## config.mk

```make
export PLATFORM = sky130hd
export DESIGN_NAME = gpu_tex_fill_sched
export DESIGN_NICKNAME = d
export VERILOG_FILES = /design/src/rtl/gpu_tex_fill_sched.sv
export SDC_FILE = /design/constraint.sdc
export NUM_CORES = 1
export LEC_CHECK = 0
export CORE_ASPECT_RATIO = 0.75
export CORE_MARGIN = 1
export CORE_UTILIZATION = 35
export CTS_CLUSTER_DIAMETER = 40
export CTS_CLUSTER_SIZE = 14
export DETAILED_ROUTE_END_ITERATION = 7
export GPL_TIMING_DRIVEN = 0
export MAX_ROUTING_LAYER = met4
export PLACE_DENSITY = 0.82
export SKIP_CTS_REPAIR_TIMING = 1
export SYNTH_ARGS = -nofsm -noshare
export SYNTH_HDL_FRONTEND = slang
export SYNTH_SLANG_ARGS = --single-unit
```

## constraint.sdc

```tcl
create_clock -name clk -period 4.4 [get_ports clk]
set_input_delay 0.44 -clock clk [delete_from_list [all_inputs] [get_ports clk]]
set_output_delay 0.44 -clock clk [all_outputs]
set_load 0.005 [all_outputs]
```

## src/rtl/gpu_tex_fill_sched.sv

```systemverilog
// Fill scheduler: serialises Tex$ line fills and CLUT loads onto one VRAM read port.
// Optional GPU_CLUT_SKIP_EN skips CLUT reloads that match the last completed load.
module gpu_tex_fill_sched #(
    parameter int unsigned CLUT_WORDS_4BPP = 4,
    parameter int unsigned CLUT_WORDS_8BPP = 64
) (
    input  logic        clk,
    input  logic        i_nrst,
    input  logic        i_texFillReq,
    input  logic [16:0] i_texFillAdr,
    output logic        o_texFillComplete,
    output logic        o_texWrite,
    output logic [16:0] o_texWrAdr,
    output logic [63:0] o_texWrData,
    input  logic        i_clutLoadReq,
    input  logic [5:0]  i_clutX,
    input  logic [8:0]  i_clutY,
    input  logic        i_clut8bpp,
`ifdef GPU_CLUT_SKIP_EN
    input  logic        i_clutInvalidate,
`endif
    output logic        o_clutWrite,
    output logic [5:0]  o_clutWrIdx,
    output logic [63:0] o_clutWrData,
    output logic        o_clutLoadComplete,
    output logic        o_busy,
    output logic        o_memReq,
    output logic [16:0] o_memAdr,
    input  logic        i_memAck,
    input  logic        i_memDataValid,
    input  logic [63:0] i_memData
);

    typedef enum logic [2:0] {
        IDLE, TX_REQ, TX_WAIT, TX_DONE, CL_REQ, CL_WAIT, CL_DONE
    } state_t;

    localparam logic [5:0] LAST_4BPP = 6'(CLUT_WORDS_4BPP - 1);
    localparam logic [5:0] LAST_8BPP = 6'(CLUT_WORDS_8BPP - 1);

    state_t      state_q, state_d;
    logic [16:0] tex_adr_q, tex_adr_d;
    logic [5:0]  word_cnt_q, word_cnt_d;
    logic        pend_q, pend_d;
    logic [5:0]  pend_x_q, pend_x_d;
    logic [8:0]  pend_y_q, pend_y_d;
    logic        pend_8bpp_q, pend_8bpp_d;
    logic [5:0]  act_x_q, act_x_d;
    logic [8:0]  act_y_q, act_y_d;
    logic        act_8bpp_q, act_8bpp_d;

    logic        eff_pend;
    logic [5:0]  eff_x;
    logic [8:0]  eff_y;
    logic        eff_8bpp;
    logic [7:0]  clut_lo;
    logic [5:0]  last_word;

`ifdef GPU_CLUT_SKIP_EN
    logic [5:0]  last_x_q, last_x_d;
    logic [8:0]  last_y_q, last_y_d;
    logic        last_8bpp_q, last_8bpp_d;
    logic        last_vld_q, last_vld_d;
    logic        stale_q, stale_d;
    logic        param_hit;
`endif

    always_comb begin
        // A pulse in this cycle counts as pending so it wins arbitration against a simultaneous tex miss.
        eff_pend  = pend_q | i_clutLoadReq;
        eff_x     = i_clutLoadReq ? i_clutX    : pend_x_q;
        eff_y     = i_clutLoadReq ? i_clutY    : pend_y_q;
        eff_8bpp  = i_clutLoadReq ? i_clut8bpp : pend_8bpp_q;
        clut_lo   = {act_x_q, 2'b00} + {2'b00, word_cnt_q};
        last_word = act_8bpp_q ? LAST_8BPP : LAST_4BPP;

        state_d     = state_q;
        tex_adr_d   = tex_adr_q;
        word_cnt_d  = word_cnt_q;
        pend_d      = eff_pend;
        pend_x_d    = eff_x;
        pend_y_d    = eff_y;
        pend_8bpp_d = eff_8bpp;
        act_x_d     = act_x_q;
        act_y_d     = act_y_q;
        act_8bpp_d  = act_8bpp_q;
`ifdef GPU_CLUT_SKIP_EN
        param_hit   = last_vld_q && !i_clutInvalidate && (eff_x == last_x_q) &&
                      (eff_y == last_y_q) && (eff_8bpp == last_8bpp_q);
        last_x_d    = last_x_q;
        last_y_d    = last_y_q;
        last_8bpp_d = last_8bpp_q;
        last_vld_d  = last_vld_q & ~i_clutInvalidate;
        stale_d     = stale_q | i_clutInvalidate;
`endif

        o_texFillComplete  = 1'b0;
        o_texWrite         = 1'b0;
        o_texWrAdr         = '0;
        o_texWrData        = '0;
        o_clutWrite        = 1'b0;
        o_clutWrIdx        = '0;
        o_clutWrData       = '0;
        o_clutLoadComplete = 1'b0;
        o_busy             = (state_q != IDLE);
        o_memReq           = 1'b0;
        o_memAdr           = '0;

        case (state_q)
            IDLE: begin
                if (eff_pend) begin
                    pend_d     = 1'b0;
                    act_x_d    = eff_x;
                    act_y_d    = eff_y;
                    act_8bpp_d = eff_8bpp;
                    word_cnt_d = '0;
                    state_d    = CL_REQ;
`ifdef GPU_CLUT_SKIP_EN
                    stale_d    = i_clutInvalidate;
                    if (param_hit) state_d = CL_DONE;
`endif
                end else if (i_texFillReq) begin
                    tex_adr_d = i_texFillAdr;
                    state_d   = TX_REQ;
                end
            end
            TX_REQ: begin
                o_memReq = 1'b1;
                o_memAdr = tex_adr_q;
                if (i_memAck) state_d = TX_WAIT;
            end
            TX_WAIT: begin
                if (i_memDataValid) begin
                    o_texWrite  = 1'b1;
                    o_texWrAdr  = tex_adr_q;
                    o_texWrData = i_memData;
                    state_d     = TX_DONE;
                end
            end
            TX_DONE: begin
                o_texFillComplete = 1'b1;
                state_d           = IDLE;
            end
            CL_REQ: begin
                o_memReq = 1'b1;
                o_memAdr = {act_y_q, clut_lo};
                if (i_memAck) state_d = CL_WAIT;
            end
            CL_WAIT: begin
                if (i_memDataValid) begin
                    o_clutWrite  = 1'b1;
                    o_clutWrIdx  = word_cnt_q;
                    o_clutWrData = i_memData;
                    if (eff_pend) begin
                        pend_d     = 1'b0;
                        act_x_d    = eff_x;
                        act_y_d    = eff_y;
                        act_8bpp_d = eff_8bpp;
                        word_cnt_d = '0;
                        state_d    = CL_REQ;
`ifdef GPU_CLUT_SKIP_EN
                        stale_d    = i_clutInvalidate;
`endif
                    end else if (word_cnt_q == last_word) begin
                        state_d = CL_DONE;
                    end else begin
                        word_cnt_d = word_cnt_q + 6'd1;
                        state_d    = CL_REQ;
                    end
                end
            end
            CL_DONE: begin
                o_clutLoadComplete = 1'b1;
                state_d            = IDLE;
`ifdef GPU_CLUT_SKIP_EN
                last_x_d    = act_x_q;
                last_y_d    = act_y_q;
                last_8bpp_d = act_8bpp_q;
                last_vld_d  = ~stale_q & ~i_clutInvalidate;
`endif
            end
            default: state_d = IDLE;
        endcase
    end

    always_ff @(posedge clk) begin
        if (!i_nrst) begin
            state_q     <= IDLE;
            tex_adr_q   <= '0;
            word_cnt_q  <= '0;
            pend_q      <= 1'b0;
            pend_x_q    <= '0;
            pend_y_q    <= '0;
            pend_8bpp_q <= 1'b0;
            act_x_q     <= '0;
            act_y_q     <= '0;
            act_8bpp_q  <= 1'b0;
`ifdef GPU_CLUT_SKIP_EN
            last_x_q    <= '0;
            last_y_q    <= '0;
            last_8bpp_q <= 1'b0;
            last_vld_q  <= 1'b0;
            stale_q     <= 1'b0;
`endif
        end else begin
            state_q     <= state_d;
            tex_adr_q   <= tex_adr_d;
            word_cnt_q  <= word_cnt_d;
            pend_q      <= pend_d;
            pend_x_q    <= pend_x_d;
            pend_y_q    <= pend_y_d;
            pend_8bpp_q <= pend_8bpp_d;
            act_x_q     <= act_x_d;
            act_y_q     <= act_y_d;
            act_8bpp_q  <= act_8bpp_d;
`ifdef GPU_CLUT_SKIP_EN
            last_x_q    <= last_x_d;
            last_y_q    <= last_y_d;
            last_8bpp_q <= last_8bpp_d;
            last_vld_q  <= last_vld_d;
            stale_q     <= stale_d;
`endif
        end
    end

endmodule

```

# == After elaboration in Yosys (flattened, before gate mapping) ==
# Index checks and enable logic that the tools add are counted.
# totals
mem_bits_ro,0
ram_bits,0
regBits,59
out_inout_bits,174
mem_count,0
wordCells,79
latch_bits,0
inputBits,103
# classes
bitwise,2
div_mod_pow,0
eq_ne,14
n_reduce_logical,8
shifts,0
add_sub_neg,2
muxes,43
order_cmp,0
multipliers,0
# op_table
op,n
$mux W64,3
$mux W6,10
$mux W17,2
$pmux W17 S2,1
$mux W9,3
$pmux W6 S2,2
$mux W3,6
$pmux W9 S2,1
$pmux W3 S5,1
$mux W1,10
$ne A2 B2 Y1 const B,5
$eq A3 B3 Y1 const B,3
$add A8 B6 Y8,1
$add A6 B1 Y6 const B,1
$eq A3 B2 Y1 const B,2
$eq A6 B6 Y1,1
$ne A3 B3 Y1 const B,2
$reduce_and A5 Y1,1
$mux W2,2
$pmux W1 S2,2
$reduce_and A4 Y1,1
$eq A3 B1 Y1 const B,1
$logic_not A3 Y1,1
$reduce_and A3 Y1,1
6 further kinds,6

# == Depth between registers and ports, before layout ==
# depth
depth_word,6
ltp_mapped,7
mapped_depth_nobuf,6

# == Worst setup path before layout ==
# OpenSTA, ideal clock, no wires.
# synth_path
path_kind,reg2out
from,reg word_cnt_q[2]
to,out o_memAdr[6]
setup_slack_ns,2.433
stages_incl_launch_ff,7
arrival_time_ns,1.527
t_required_ns,3.960
n_path_buf,0
cell_sequence,dfxtp_1 -> ha_1 -> fa_1 -> a21o_1 -> a21oi_1 -> xnor2_1 -> a22o_1
# synth_between
elab_chain_cells,2
# synth_lines
item,line_no,source
from (decl),43,"logic [5:0] word_cnt_q, word_cnt_d;"
from (signal assigned),208,word_cnt_q <= word_cnt_d;
$add A8 B6 Y8,74,"clut_lo = {act_x_q, 2'b00} + {2'b00, word_cnt_q};"
$pmux W17 S2,109,case (state_q)
to (decl),28,"output logic [16:0] o_memAdr,"
# Every way passes these cells.

# == Worst setup path in the final report ==
# layout_path
from,in i_memDataValid
to,out o_texWrAdr[2]
# layout_between
elab_chain_cells,2
# layout_lines
item,line_no,source
from (decl),30,"input logic i_memDataValid,"
$mux W17,133,if (i_memDataValid) begin
$mux W17,109,
to (decl),13,"output logic [16:0] o_texWrAdr,"
# Every way passes these cells.

==> qor.csv <==
metric,value,unit
fill_cells,827,
core,10400,µm²
final_common_cell,clkdlybuf4s50_1,
drt_iter0_drc,179,
clock_path_buffers,2,
ant_nets,0,
synth-edff-count,0,
yosys_most_used_dff,dfxtp_1,
syn_area_per_cell,8.18,µm²
rsz0062_at_grt,false,
first_global_vias,4441,
layout-drive-gt1-share,8.24,%
synthCells,461,
slowest_delay,0.57,ns
register_area,1180,µm²
ys_seq_area_share,31.3,%
placed_area,6700,µm²
synth_area,3770,µm²
crit_start,i_memDataValid,
clk_latency,0.34,ns
fp.dieArea,11200,µm²
final_cells,889,
path_class,input port to primary output,
multi_input_area,2380,µm²
syn2layout_area_growth,85.6,%
yosys_warnings,0,
post-place-ws,1.21,ns
start_kind,input port,
grt_pass1_wl,24.0,mm
fmax,316,MHz
setup_viol,0,
die_w,122,µm
gr-total-overflow,0,
initial_utilization,36.4,%
cts-htree-levels,3,
routed_wl,15.8,mm
cts_tree,built,
hpwl,13.0,mm
fin_tns_setup,0,ns
worst_clock_skew,0.00352,ns
drt-pass1-iter-count,5,
grt_max_degree,13,
outcome,"complete, no violations",
hp-start,tex_adr_q[5],
track_usage,29.4,%
drc,0,
leakage,2.77,nW
reg2reg_from,word_cnt_q[1],
synth_nets,570,
route.vias.total,4420,
synth-seq-cells,59,
cts_sinks,59,
worstPathRequired,3.96,ns
clkTransAtPathRegs,0.05,ns
final_cell_area,7000,µm²
cp_max_fo,10,
crit_chain,clkdlybuf4s50_1 -> nor4b_4 -> clkbuf_1 -> and2_1 -> clkdlybuf4s50_1,
via_per_inst,4.97,
slew_headroom,52.4,%
cp_slowest_cell,nor4b_4,
num_rows,32,
ys_types,50,
powerDensity,257,nW/µm²
place_congestion,0.897,
crit_path_end_kind,primary output,
fin_nets,856,
tightest_slew,0.715,ns
ir_drop,234,µV
finalWorstSetupSlack,1.23,ns
numPortBuffers,275,
hold_violations,0,
cap_violations,0,
hold_path.class,flop to flop,
postSynth.asyncResetShare,0,%
arrival,2.73,ns
layout_common_cells,"clkdlybuf4s50_1 (275), and2_1 (152), dfxtp_1 (59)",
min_period,3.17,ns
totalPowerFinal,1.80,mW
wl_per_cell,17.7,µm
ioPinCount,277,
cts_buffers,9,
path_common_cell,clkdlybuf4s50_1,
die_h,91.9,µm
root_buffer,clkbuf_16,
antenna_found_initial,0,
drv_slew,0,
period_share,72.0,%
dpl.cell_count,872,
==> final timing paths <==
check                                endpoint  slack, ns  cells after the start
worst max-delay path            o_texWrAdr[2]       1.23                      5
worst min-delay path             tex_adr_q[5]       0.47                      2
worst max register to register     state_q[1]       2.60                      6
worst min register to register   tex_adr_q[5]       0.47                      2
==> synthesized netlist by cell type (2+ instances only) <==
cell | n | area share (%)
xor2_1 | 2 | 0.46
o21ai_1 | 4 | 0.53
buf_4 | 7 | 1.4
nor2_1 | 32 | 3.2
a21oi_1 | 25 | 3.3
nor2_2 | 5 | 0.83
nor3_1 | 4 | 0.53
o21ai_0 | 4 | 0.53
and2_1 | 152 | 25
or2_2 | 2 | 0.33
and3_1 | 3 | 0.50
nand4_1 | 2 | 0.33
inv_1 | 5 | 0.50
nand3_1 | 3 | 0.40
dfxtp_1 | 59 | 31
a31oi_1 | 2 | 0.33
a211oi_1 | 4 | 0.80
buf_2 | 5 | 0.66
a21o_1 | 3 | 0.60
a22o_1 | 16 | 3.7
a211oi_2 | 14 | 4.6
clkbuf_1 | 20 | 2.0
buf_6 | 3 | 0.90
ha_1 | 5 | 1.7
nand2_1 | 39 | 3.9
mux2i_1 | 17 | 4.5
==> through the flow <==
stage,hold slack [ns],util [%]
2_1_floorplan,0.444,-
3_3_place_gp,0.459,64.6
3_5_place_dp,0.469,64.6
4_1_cts,0.476,67.5
5_1_grt,0.506,67.5
6_report,0.474,67.5
==> report_power, final <==
part           internal [mW]  switching, mW  total, mW
clock                  0.441          0.265      0.706
sequential             0.582         0.0326      0.615
combinational          0.256          0.224      0.480
total                   1.28          0.522       1.80
==> cell type report <==
cell class,instances,area share (%)
clock inverter,7,1.11
multi-input combinational,361,34.0
sequential,59,16.9
tap,136,2.43
inverter,6,0.322
buffer,35,2.66
clock buffer,9,3.22
antenna,1,0.0357
timing repair buffer,275,39.3
==> cell families after synthesis <==
logic type               share of synthesized area (%)
AND/OR/NAND/NOR                                   39.1
AO/OA/AOI/OAI                                     16.4
flip-flops                                        31.3
buffers and inverters                             5.54
multiplexers                                      4.81
adder cells (fa/ha/maj)                           2.19
XOR/XNOR                                         0.697
==> per-layer routing <==
metal / part of all wire [%] / global-route usage [%] / up-vias / routed length, µm
met2: 48 / 46.9 / 195 / 7490
met3: 7.1 / 8.15 / 33 / 1110
li1: - / - / 2128 / -
met1: 43 / 35.4 / 2064 / 6740
met4: 2.7 / 9.88 / 0 / 419
met5: 0 / - / - / 0
==> critical path: cells and delay by family <==
family / cells / cell delay [ns]
buffers and inverters: 3 / 1.52
AND/OR/NAND/NOR: 2 / 0.76
==> state kept, by name (all words and copies together), names as in the netlist <==
name and count:
pend_x_q 6, act_y_q 9, pend_q 1, act_x_q 6
state_q 3, pend_8bpp_q 1, act_8bpp_q 1, tex_adr_q 17
pend_y_q 9, word_cnt_q 6
Note: power is estimated with default switching activity, not from simulation.
